[src/rtl/mem_arb_pkg.sv]
// Shared types for the unified memory port arbiter: FSM states, MemWe store-width
// encodings, grant encoding and the registered bus request bundle.
package mem_arb_pkg;

    localparam int NUM_LANES = 4;
    localparam int LANE_W    = 8;

    typedef enum logic [1:0] {
        IDLE = 2'd0,
        BUSY = 2'd1,
        RESP = 2'd2
    } arb_state_e;

    // Matches the control unit's MemWrite field
    typedef enum logic [1:0] {
        MEM_WE_NONE = 2'b00,
        MEM_WE_BYTE = 2'b01,
        MEM_WE_HALF = 2'b10,
        MEM_WE_WORD = 2'b11
    } mem_we_e;

    typedef enum logic {
        GNT_IF  = 1'b0,
        GNT_MEM = 1'b1
    } gnt_e;

    typedef struct packed {
        logic                 we;
        logic [NUM_LANES-1:0] be;
        logic [31:0]          addr;
        logic [31:0]          wdata;
    } bus_req_t;

    function automatic logic [31:0] word_align(input logic [31:0] a);
        return {a[31:2], 2'b00};
    endfunction

endpackage

[src/rtl/mem_arb_lane_align.sv]
// Combinational byte-lane steering: store width and low address bits to byte
// enables and lane-replicated write data.
module mem_arb_lane_align
    import mem_arb_pkg::*;
(
    input  mem_we_e              we,
    input  logic [1:0]           addr_lo,
    input  logic [31:0]          wdata,
    output logic [NUM_LANES-1:0] be,
    output logic [31:0]          wdata_rep
);

    for (genvar l = 0; l < NUM_LANES; l++) begin : g_lane
        // Loads and word stores enable every lane
        assign be[l] = (we == MEM_WE_BYTE) ? (int'(addr_lo) == l) :
                       (we == MEM_WE_HALF) ? (addr_lo[1] == (l >= 2)) :
                                             1'b1;

        assign wdata_rep[l*LANE_W +: LANE_W] =
            (we == MEM_WE_BYTE) ? wdata[LANE_W-1:0] :
            (we == MEM_WE_HALF) ? wdata[(l % 2)*LANE_W +: LANE_W] :
            (we == MEM_WE_WORD) ? wdata[l*LANE_W +: LANE_W] :
                                  '0;
    end

endmodule

[src/rtl/mem_port_arbiter.sv]
// Single memory port shared by IF and MEM; MEM has priority. Define
// ARB_STARVE_GUARD_EN to force IF through after STARVE_MAX consecutive MEM wins.
module mem_port_arbiter
    import mem_arb_pkg::*;
#(
    parameter int STARVE_MAX = 4
) (
    input  logic        Clk,
    input  logic        Reset_n,
    input  logic        IfReq,
    input  logic [31:0] IfAddr,
    output logic [31:0] IfRdata,
    output logic        IfAck,
    input  logic        MemReq,
    input  logic [1:0]  MemWe,
    input  logic [31:0] MemAddr,
    input  logic [31:0] MemWdata,
    output logic [31:0] MemRdata,
    output logic        MemAck,
    output logic        IfStall,
    output logic        MemStall,
    output logic        BusReq,
    output logic        BusWe,
    output logic [3:0]  BusBe,
    output logic [31:0] BusAddr,
    output logic [31:0] BusWdata,
    input  logic        BusReady,
    input  logic [31:0] BusRdata
);

    arb_state_e           state;
    gnt_e                 gnt;
    gnt_e                 win;
    logic                 if_forced;
    logic [NUM_LANES-1:0] mem_be;
    logic [31:0]          mem_wdata_rep;
    bus_req_t             nxt;

    mem_arb_lane_align u_align (
        .we        (mem_we_e'(MemWe)),
        .addr_lo   (MemAddr[1:0]),
        .wdata     (MemWdata),
        .be        (mem_be),
        .wdata_rep (mem_wdata_rep)
    );

`ifdef ARB_STARVE_GUARD_EN
    logic [3:0] starve_cnt;

    assign if_forced = IfReq & MemReq & (starve_cnt == 4'(STARVE_MAX));

    // Counts MEM wins that left a waiting IF request behind
    always_ff @(posedge Clk or negedge Reset_n) begin
        if (!Reset_n) begin
            starve_cnt <= '0;
        end else if (state == IDLE && (IfReq || MemReq)) begin
            if (win == GNT_IF)
                starve_cnt <= '0;
            else if (IfReq)
                starve_cnt <= starve_cnt + 4'd1;
        end
    end
`else
    assign if_forced = 1'b0;
`endif

    assign win = (MemReq && !if_forced) ? GNT_MEM : GNT_IF;

    always_comb begin
        nxt = '0;
        if (win == GNT_MEM) begin
            nxt.we    = (MemWe != MEM_WE_NONE);
            nxt.be    = mem_be;
            nxt.addr  = word_align(MemAddr);
            nxt.wdata = mem_wdata_rep;
        end else begin
            nxt.be    = '1;
            nxt.addr  = word_align(IfAddr);
        end
    end

    always_ff @(posedge Clk or negedge Reset_n) begin
        if (!Reset_n) begin
            state    <= IDLE;
            gnt      <= GNT_IF;
            BusReq   <= 1'b0;
            BusWe    <= 1'b0;
            BusBe    <= '0;
            BusAddr  <= '0;
            BusWdata <= '0;
            IfRdata  <= '0;
            MemRdata <= '0;
            IfAck    <= 1'b0;
            MemAck   <= 1'b0;
        end else begin
            unique case (state)
                IDLE: begin
                    if (IfReq || MemReq) begin
                        gnt      <= win;
                        BusReq   <= 1'b1;
                        BusWe    <= nxt.we;
                        BusBe    <= nxt.be;
                        BusAddr  <= nxt.addr;
                        BusWdata <= nxt.wdata;
                        state    <= BUSY;
                    end
                end
                BUSY: begin
                    if (BusReady) begin
                        BusReq <= 1'b0;
                        if (gnt == GNT_MEM) begin
                            MemRdata <= BusRdata;
                            MemAck   <= 1'b1;
                        end else begin
                            IfRdata  <= BusRdata;
                            IfAck    <= 1'b1;
                        end
                        state <= RESP;
                    end
                end
                RESP: begin
                    IfAck  <= 1'b0;
                    MemAck <= 1'b0;
                    state  <= IDLE;
                end
                default: state <= IDLE;
            endcase
        end
    end

    assign IfStall  = IfReq & ~IfAck;
    assign MemStall = MemReq & ~MemAck;

endmodule

[config.mk]
export PLATFORM = sky130hd
export DESIGN_NAME = mem_port_arbiter
export DESIGN_NICKNAME = d
export VERILOG_FILES = /design/src/rtl/mem_arb_pkg.sv /design/src/rtl/mem_arb_lane_align.sv /design/src/rtl/mem_port_arbiter.sv
export SDC_FILE = /design/constraint.sdc
export NUM_CORES = 1
export LEC_CHECK = 0
export CAP_MARGIN = 20
export CORE_MARGIN = 3
export CORE_UTILIZATION = 40
export DETAILED_ROUTE_END_ITERATION = 8
export DONT_BUFFER_PORTS = 1
export HOLD_SLACK_MARGIN = 0.06
export PLACE_DENSITY = 0.52
export SLEW_MARGIN = 20
export SYNTH_ARGS = -nofsm -noshare
export SYNTH_HDL_FRONTEND = slang
export SYNTH_HIERARCHICAL = 1
export SYNTH_SLANG_ARGS = --single-unit
export TNS_END_PERCENT = 20
[constraint.sdc]
create_clock -name Clk -period 1.9 [get_ports Clk]
set_input_delay 0.38 -clock Clk [delete_from_list [all_inputs] [get_ports Clk]]
set_output_delay 0.38 -clock Clk [all_outputs]
set_load 0.02 [all_outputs]
==> out/qor.txt, run 1 <==
DR DRC count: 0
switch share: 39.5%
antenna violations before repair: 0
asr flop ratio synth: 100%
Cell Pwr Density: 1940 nW/µm²
area delta synth->final: 11.3%
Initial Util: 41.2%
root buffer cell: clkbuf_16
failing checks: negative hold slack
number of flops mapped to enable cells by yosys: 0
total gr overflow: 0
die width: 132 µm
CTS Hold Bufs: 1
Post-CTS Resized: 0
Vias/cell: 5.45
Synth top area share: 54.3%
CP Capture Type: output port
sequential share of the synthesized area: 54.3%
row cnt: 45
Post-CTS Setup Inserts: 0
number of setup violations in the final report: 0
Fmax: 592 MHz
H-tree lvl count: 4
DP HPWL: 10200 µm
diode count: 0
IO Port Bufs: 0
vias in the first global route: 3710
gpl congestion: 0.720
most common cell in the netlist: dfrtp_1
DR iter-0 viols: 233
Area after DPL: 6460 µm²
startpoint types: register
peak supply drop: 0.829 mV
Comb pwr share: 22.8%
DRT antenna net count: 0
count of different cell masters after synthesis: 32
Placeable Area: 15300 µm²
CTS tree: done
Yosys reg bits: 137
clock sink total: 137
crit share post-route: 89.0%
slowest CP cell: dfrtp_1
M2 GR Usage: 26.9%
final worst path period need: 1.69 ns
Synth warnings: 6
Nets: 556
RSZ-0062 raised after global routing: no
Data arrival, critical path: 1.31 ns
met1 usage: 20.0%
worst path required time: 1.52 ns
TNS Setup: 0 ns
mapped cell area: 6310 µm²
Layout fillers: 1376
first-pass GRT wire length: 22600 µm
final hold vios: 137
top cells by area, synth: dfrtp_1 54%, mux2_4 14%, mux2_2 13%, a22o_1 6.7%, mux2i_1 2.1%
clock slew at reported path FFs: 0.06 ns
Crit Path Max Fanout: 3
Int Power: 8.23 mW
top_reg_cell synth: dfrtp_1
Buf/Inv on CP: 0
met3 GRT Util: 7.66%
drt total wl: 14700 µm
post-route cell area: 7020 µm²
cell taking the most area after synthesis: dfrtp_1
maximum clock path buffer count: 2
worst-case clock skew: 0.00501 ns
average wire per standard cell: 22.8 µm
DRT Pass-1 Iters: 4
Post-Syn Instances: 420
Worst R2R Setup Slack: 0.34 ns
Max-cap violations: 0
layer with the highest usage: met2
Die Y: 132 µm
Worst-Skew Late Latency: 0.41 ns
largest net degree at the start of global routing: 138
status: finished with violations
critical path class: register to output port
leakage power: 3.20 nW
max-slew violation count: 0
layout cells sized above 1: 41.7%
CP max stage delay: 0.50 ns
hold crit path type: input pin to asynchronous set/reset pin
hold slack: -0.332 ns
CP Cell Sequence: nor2b_1
clock network fraction of design power: 22.9%
Syn Area/Cell: 15.0 µm²
Switch Pwr: 5.38 mW
IO Count: 273
gr usage total: 16.6%
TritonCTS buffer count: 17
via count: 3515
Crit path max-delay family: flip-flops
Sequential Power Share: 54.3%
die area: 17300 µm²
Post-synth top cells: 137 x dfrtp_1, 74 x mux2_2, 57 x mux2_4
routing by layer:
| layer | routed length [µm] | share of wire [%] |
|---|---|---|
| met1 | 5860 | 40 |
| met2 | 7280 | 49 |
| met3 | 1410 | 9.6 |
| met4 | 177 | 1.2 |
| met5 | 0 | 0 |
sequential cells by signal, summed over array words and instances (netlist names):
| name | flops |
|---|---|
| BusAddr | 30 |
| IfRdata | 32 |
| state | 2 |
| MemAck | 1 |
| BusReq | 1 |
| MemRdata | 32 |
| BusWe | 1 |
| BusBe | 4 |
| IfAck | 1 |
| gnt | 1 |
| BusWdata | 32 |
per-stage QoR:
step | setup slack [ns] | total power [mW] | hold WS [ns] | util [%] | instances
3_5_place_dp | 0.332 | 10.6 | 0.0887 | 42.2 | 612
5_1_grt | 0.135 | 14.2 | -0.364 | 45.9 | 645
6_report | 0.210 | 13.6 | -0.332 | 45.9 | 645
2_1_floorplan | 0.419 | 9.82 | 0.0844 | - | 421
3_3_place_gp | 0.364 | 10.5 | 0.0879 | 42.2 | 612
4_1_cts | 0.180 | 13.8 | -0.357 | 45.9 | 645
final timing paths:
| path | start | to | cells past startpoint |
|---|---|---|---|
| min in group Clk | BusRdata[18] | MemRdata[18]$_DFFE_PN0P_ | 1 |
| max reg2reg | state[0]$_DFFE_PN0P_ | MemRdata[27]$_DFFE_PN0P_ | 5 |
| max | MemAck$_DFFE_PN0P_ | MemStall | 1 |
| min reg2reg | state[1]$_DFFE_PN0P_ | state[0]$_DFFE_PN0P_ | 2 |
| min | Reset_n | BusWdata[18]$_DFFE_PN0P_ | 0 |
| max in group asynchronous | Reset_n | BusWdata[30]$_DFFE_PN0P_ | 0 |
power groups by stage:
| stage | clock network, mW | logic [mW] | registers, mW |
|---|---|---|---|
| 2_1_floorplan | 0 | 2.85 | 6.97 |
| 3_3_place_gp | 0 | 3.03 | 7.48 |
| 3_5_place_dp | 0 | 3.14 | 7.47 |
| 4_1_cts | 3.20 | 3.14 | 7.46 |
| 5_1_grt | 3.34 | 3.32 | 7.57 |
| 6_report | 3.11 | 3.10 | 7.39 |
cell families after synthesis:
family                 count (synthesis)  synth area share, %
AO/OA/AOI/OAI                         68                 8.80
buffers and inverters                 32                 4.24
flip-flops                           137                 54.3
multiplexers                         145                 29.0
other                                  1               0.0594
AND/OR/NAND/NOR                       37                 3.55
layout make-up:
cell class	instances	area [µm²]	area share, %
tap	211	264	3.76
inverter	1	3.75	0.0534
clock buffer	19	433	6.16
timing repair buffer	12	155	2.21
clock inverter	13	121	1.73
sequential	137	3430	48.8
multi-input combinational	252	2620	37.3
cells in the final DEF (no fill, tap or decap), drive strengths merged:
master	netlist	routed
clkinvlp	0	5
or2	1	1
a22oi	2	2
o21ai	2	2
nand2b	4	4
nor2b	12	12
o21a	1	1
and2	1	1
buf	29	11
clkbuf	2	19
dfrtp	137	137
o2bb2ai	1	1
bufinv	0	1
dlygate4sd3	0	1
nand2	13	13
o22a	4	4
inv	1	5
conb	1	2
a21oi	8	8
clkinv	0	3
a21o	2	2
a22o	48	48
mux2i	13	13
nor3b	1	1
nor2	4	4
mux2	132	132
nand3b	1	1
Note: power is estimated with default switching activity, not from simulation.
==> run 2, diff against run 1 <==
==> constraint.sdc (replaced) <==
create_clock -name Clk -period 1.9 [get_ports Clk]
set_input_delay 0.285 -clock Clk [delete_from_list [all_inputs] [get_ports Clk]]
set_output_delay 0.285 -clock Clk [all_outputs]
set_load 0.02 [all_outputs]
==> out/qor.txt, run 2 (synthesis gave the netlist of run 1 again) <==
DRT antenna net count: 0 (unchanged)
failing checks: negative hold slack
H-tree lvl count: 4 (unchanged)
critical path class: register to output port
Post-CTS Resized: 0 (unchanged)
Fmax: 601 MHz (+1.6%)
CP max stage delay: 0.49 ns (about the same)
Vias/cell: 5.31 (-2.6%)
average wire per standard cell: 22.0 µm (-3.8%)
die area: 17300 µm² (unchanged)
max-slew violation count: 0 (unchanged)
Switch Pwr: 5.37 mW (-0.13%)
startpoint types: register
gpl congestion: 0.728 (+1.1%)
layout cells sized above 1: 38.3% (-3.4 points)
Crit Path Max Fanout: 3 (unchanged)
clock sink total: 137 (unchanged)
Data arrival, critical path: 1.38 ns (+0.07 ns)
first-pass GRT wire length: 23500 µm (+3.8%)
CP Cell Sequence: nor2b_1
hold crit path type: input pin to asynchronous set/reset pin
gr usage total: 17.3% (+0.64 points)
diode count: 0 (unchanged)
drt total wl: 14900 µm (+1.1%)
Cell Pwr Density: 1840 nW/µm² (-5.1%)
commonest non-fill, non-tap cells in the layout: 137 x dfrtp_1, 74 x mux2_2, 57 x mux2_4
DP HPWL: 10100 µm (-0.70%)
number of setup violations in the final report: 0 (unchanged)
IO Port Bufs: 0 (unchanged)
clock slew at reported path FFs: 0.06 ns (about the same)
largest net degree at the start of global routing: 138 (unchanged)
final worst path period need: 1.66 ns (-0.0269 ns)
worst-case clock skew: 0.00724 ns (+0.00222 ns)
root buffer cell: clkbuf_16
Layout fillers: 1345 (-2.3%)
CTS Hold Bufs: 36 (+35)
DR DRC count: 0 (unchanged)
CP Capture Type: output port
Placeable Area: 15300 µm² (unchanged)
TNS Setup: 0 ns (unchanged)
final hold vios: 137 (unchanged)
maximum clock path buffer count: 2 (unchanged)
Die Y: 132 µm (unchanged)
IO Count: 273 (unchanged)
area delta synth->final: 16.2%
leakage power: 3.32 nW (+4.0%)
Max-cap violations: 0 (unchanged)
Initial Util: 41.2% (unchanged)
Crit path max-delay family: flip-flops
Worst-Margin Slew: 0.519 ns
Worst-Skew Late Latency: 0.41 ns (about the same)
biggest regs: BusWdata x32, IfRdata x32, MemRdata x32
row cnt: 45 (unchanged)
Comb pwr share: 23.3% (+0.5 points)
DR iter-0 viols: 255 (+9.4%)
via count: 3597 (+2.3%)
Int Power: 8.12 mW (-1.4%)
CTS tree: done
commonest non-fill, non-tap cell in the layout: dfrtp_1
Worst slew margin: 65.3%
vias in the first global route: 3840 (+3.5%)
total gr overflow: 0 (unchanged)
DRT Pass-1 Iters: 4 (unchanged)
crit share post-route: 87.6% (-1.4 points)
clock network fraction of design power: 22.0% (-0.9 points)
Sequential Power Share: 54.8% (+0.5 points)
die width: 132 µm (unchanged)
RSZ-0062 raised after global routing: no
status: finished with violations
switch share: 39.8% (+0.30 points)
TritonCTS buffer count: 17 (unchanged)
worst path required time: 1.62 ns (+0.10 ns)
Nets: 589 (+5.9%)
Buf/Inv on CP: 0 (unchanged)
antenna violations before repair: 0 (unchanged)
peak supply drop: 0.820 mV (-1.1%)
hold slack: -0.428 ns (-0.0964 ns)
Post-CTS Setup Inserts: 0 (unchanged)
slowest CP cell: dfrtp_1
-- run 2: changes by cell type in the layout (fill, tap and decap cells not counted), sizes merged --
cell,before,now
buf,11,9
bufinv,1,0
clkinv,3,5
dlygate4sd3,1,36
inv,5,4
-- run 2: power groups by stage --
stage | Combinational (mW) | Sequential [mW] | Clock [mW]
after CTS | 3.18 | 7.45 | 3.05
after floorplan | 2.85 | 6.97 | 0
after global placement | 3.00 | 7.48 | 0
after global routing | 3.39 | 7.59 | 3.20
final | 3.14 | 7.39 | 2.96
after detailed placement | 3.11 | 7.46 | 0
-- run 2: per-stage QoR --
step           setup WS [ns]  cell area (µm²)  utilization [%]  power [mW]  std cells
4_1_cts                0.151             7330             47.9        13.7        678
6_report               0.237             7330             47.9        13.5        678
5_1_grt                0.136             7330             47.9        14.2        678
3_5_place_dp           0.285             6440             42.1        10.6        610
2_1_floorplan          0.444             6310                -        9.82        421
3_3_place_gp           0.332             6440             42.1        10.5        610
-- run 2: area by class of cell --
type                       count  area [µm²]  area share [%]
clock buffer                  19         433            5.90
sequential                   137        3430            46.7
clock inverter                13        96.3            1.31
timing repair buffer          45         490            6.69
multi-input combinational    252        2620            35.7
tap                          211         264            3.60
inverter                       1        3.75          0.0512
-- run 2: final timing paths --
check                                           from                       end  slack (ns)  cells after the start
worst max-delay path               IfAck$_DFFE_PN0P_                   IfStall        0.24                      1
worst min-delay path                         Reset_n  BusWdata[15]$_DFFE_PN0P_       -0.43                      0
worst max register to register  state[0]$_DFFE_PN0P_    BusAddr[4]$_DFFE_PN0P_        0.30                      4
worst min register to register  state[1]$_DFFE_PN0P_      state[0]$_DFFE_PN0P_        0.62                      2
max in group asynchronous                    Reset_n  MemRdata[22]$_DFFE_PN0P_        2.18                      0
min in group Clk                         MemWdata[4]  BusWdata[12]$_DFFE_PN0P_        0.13                      2
-- run 2: per-layer routing --
metal	global-route usage, %	up-vias	wire (µm)
met5	0	-	0
met4	6.77	0	282
met3	6.93	18	1380
met2	27.3	183	7300
met1	21.2	1795	5940
li1	-	1601	-
==> run 3, diff against run 2 <==
--- a/config.mk
+++ b/config.mk
@@ -10,6 +10,7 @@
 export CORE_UTILIZATION = 40
 export DETAILED_ROUTE_END_ITERATION = 8
 export DONT_BUFFER_PORTS = 1
+export GPL_TIMING_DRIVEN = 0
 export HOLD_SLACK_MARGIN = 0.06
 export PLACE_DENSITY = 0.52
 export SLEW_MARGIN = 20
==> out/qor.txt, run 3 (synthesis gave the netlist of run 1 again) <==
WP depth: 1 (unchanged)
gr usage total: 17.9% (+0.57 points)
layout cells sized above 1: 40.3% (+2.0 points)
vias in the first global route: 4063 (+5.8%)
CTS Hold Bufs: 36 (unchanged)
Data arrival, critical path: 1.36 ns (-0.02 ns)
Max-cap violations: 0 (unchanged)
leakage power: 3.45 nW (+3.7%)
TNS Setup: 0 ns (unchanged)
failing checks: negative hold slack
Worst-Margin Slew: 0.517 ns (-0.00187 ns)
r2r startpoint: state[0]$_DFFE_PN0P_
first-pass GRT wire length: 24200 µm (+3.3%)
clock sink total: 137 (unchanged)
clock slew at reported path FFs: 0.06 ns (about the same)
average wire per standard cell: 22.2 µm (+1.1%)
DRT antenna net count: 0 (unchanged)
TritonCTS buffer count: 17 (unchanged)
DRT Pass-1 Iters: 4 (unchanged)
IO Port Bufs: 0 (unchanged)
IO Count: 273 (unchanged)
CTS tree: done
Reg-to-Reg End: BusAddr[30]$_DFFE_PN0P_
Fmax: 608 MHz (+1.2%)
H-tree lvl count: 4 (unchanged)
CP max stage delay: 0.49 ns (about the same)
hold slack: -0.435 ns (-0.00652 ns)
final worst path period need: 1.64 ns (-0.0197 ns)
R2R depth: 5 (+1)
hold crit path type: input pin to asynchronous set/reset pin
startpoint types: register
antenna violations before repair: 0 (unchanged)
CP Capture Type: output port
Post-CTS Setup Inserts: 0 (unchanged)
gpl congestion: 0.762 (+4.6%)
max-slew violation count: 0 (unchanged)
slowest CP cell: dfrtp_1
CP startpoint: IfAck$_DFFE_PN0P_
Die Y: 132 µm (unchanged)
CP Cell Sequence: nor2b_1
crit share post-route: 86.5% (-1.0 points)
biggest regs: BusWdata x32, IfRdata x32, MemRdata x32
Placeable Area: 15300 µm² (unchanged)
area delta synth->final: 19.1%
Post-CTS Resized: 0 (unchanged)
status: finished with violations
worst-case clock skew: 0.00918 ns (+0.00195 ns)
Layout fillers: 1367 (+1.6%)
commonest non-fill, non-tap cell in the layout: dfrtp_1
Core Util, Final: 49.1% (+1.2 points)
worst path required time: 1.62 ns (about the same)
commonest non-fill, non-tap cells in the layout: 137 x dfrtp_1, 74 x mux2_2, 57 x mux2_4
Worst R2R Setup Slack: 0.28 ns (-0.02 ns)
diode count: 0 (unchanged)
largest net degree at the start of global routing: 138 (unchanged)
DP HPWL: 11200 µm (+11%)
Cell Pwr Density: 1860 nW/µm² (+1.0%)
Buf/Inv on CP: 0 (unchanged)
Worst slew margin: 65.5% (+0.20 points)
DR iter-0 viols: 194 (-24%)
Nets: 611 (+3.7%)
Crit path max-delay family: flip-flops
Crit Path Max Fanout: 3 (unchanged)
total gr overflow: 0 (unchanged)
crit path capture: IfStall
via count: 3667 (+1.9%)
number of setup violations in the final report: 0 (unchanged)
root buffer cell: clkbuf_16
critical path class: register to output port
drt total wl: 15600 µm (+4.4%)
final hold vios: 137 (unchanged)
die area: 17300 µm² (unchanged)
die width: 132 µm (unchanged)
DR DRC count: 0 (unchanged)
RSZ-0062 raised after global routing: no
row cnt: 45 (unchanged)
Initial Util: 41.2% (unchanged)
Worst-Skew Late Latency: 0.41 ns (about the same)
Vias/cell: 5.24 (-1.3%)
peak supply drop: 0.797 mV (-2.9%)
maximum clock path buffer count: 2 (unchanged)
==> run 3: layout make-up <==
class	instances	area, µm²	area share, %
tap	211	264	3.51
clock buffer	20	437	5.81
sequential	137	3430	45.6
buffer	31	264	3.51
clock inverter	12	143	1.90
multi-input combinational	252	2620	34.8
timing repair buffer	36	360	4.79
inverter	1	3.75	0.0499
==> run 3: per-layer routing <==
metal	wire length, µm	share of wire (%)	global-route usage (%)	up-vias
met5	0	0	0	-
met4	218	1.4	6.48	0
li1	-	-	-	1641
met2	7810	50	29.4	169
met1	6110	39	21.2	1841
met3	1420	9.1	7.12	16
==> run 3: worst min-delay path by stage <==
stage	start	end	slack, ns	cells past startpoint
finish	Reset_n	BusWdata[19]$_DFFE_PN0P_	-0.43	0
detailed placement	Reset_n	BusWdata[19]$_DFFE_PN0P_	-0.007	0
CTS	Reset_n	BusWdata[19]$_DFFE_PN0P_	-0.46	0
global placement	Reset_n	BusWdata[19]$_DFFE_PN0P_	-0.007	0
global route	Reset_n	BusWdata[19]$_DFFE_PN0P_	-0.46	0
floorplan	Reset_n	BusAddr[10]$_DFFE_PN0P_	-0.01	0
==> run 3: report_power, final <==
group / total, mW / switching [mW] / internal, mW / leakage (nW)
combinational: 3.30 / 1.16 / 2.14 / 1.52
clock: 3.26 / 1.30 / 1.95 / 0.280
sequential: 7.41 / 3.03 / 4.38 / 1.65
==> run 3: per-stage QoR <==
stage / worst slack [ns] / hold slack [ns] / total power, mW / cell area (µm²) / instances
floorplan: 0.444 / -0.0106 / 9.82 / 6310 / 421
global placement: 0.303 / -0.00708 / 10.7 / 6580 / 632
detailed placement: 0.291 / -0.00705 / 10.7 / 6580 / 632
CTS: 0.173 / -0.457 / 14.1 / 7520 / 700
global route: 0.175 / -0.461 / 14.6 / 7520 / 700
finish: 0.256 / -0.435 / 14.0 / 7520 / 700
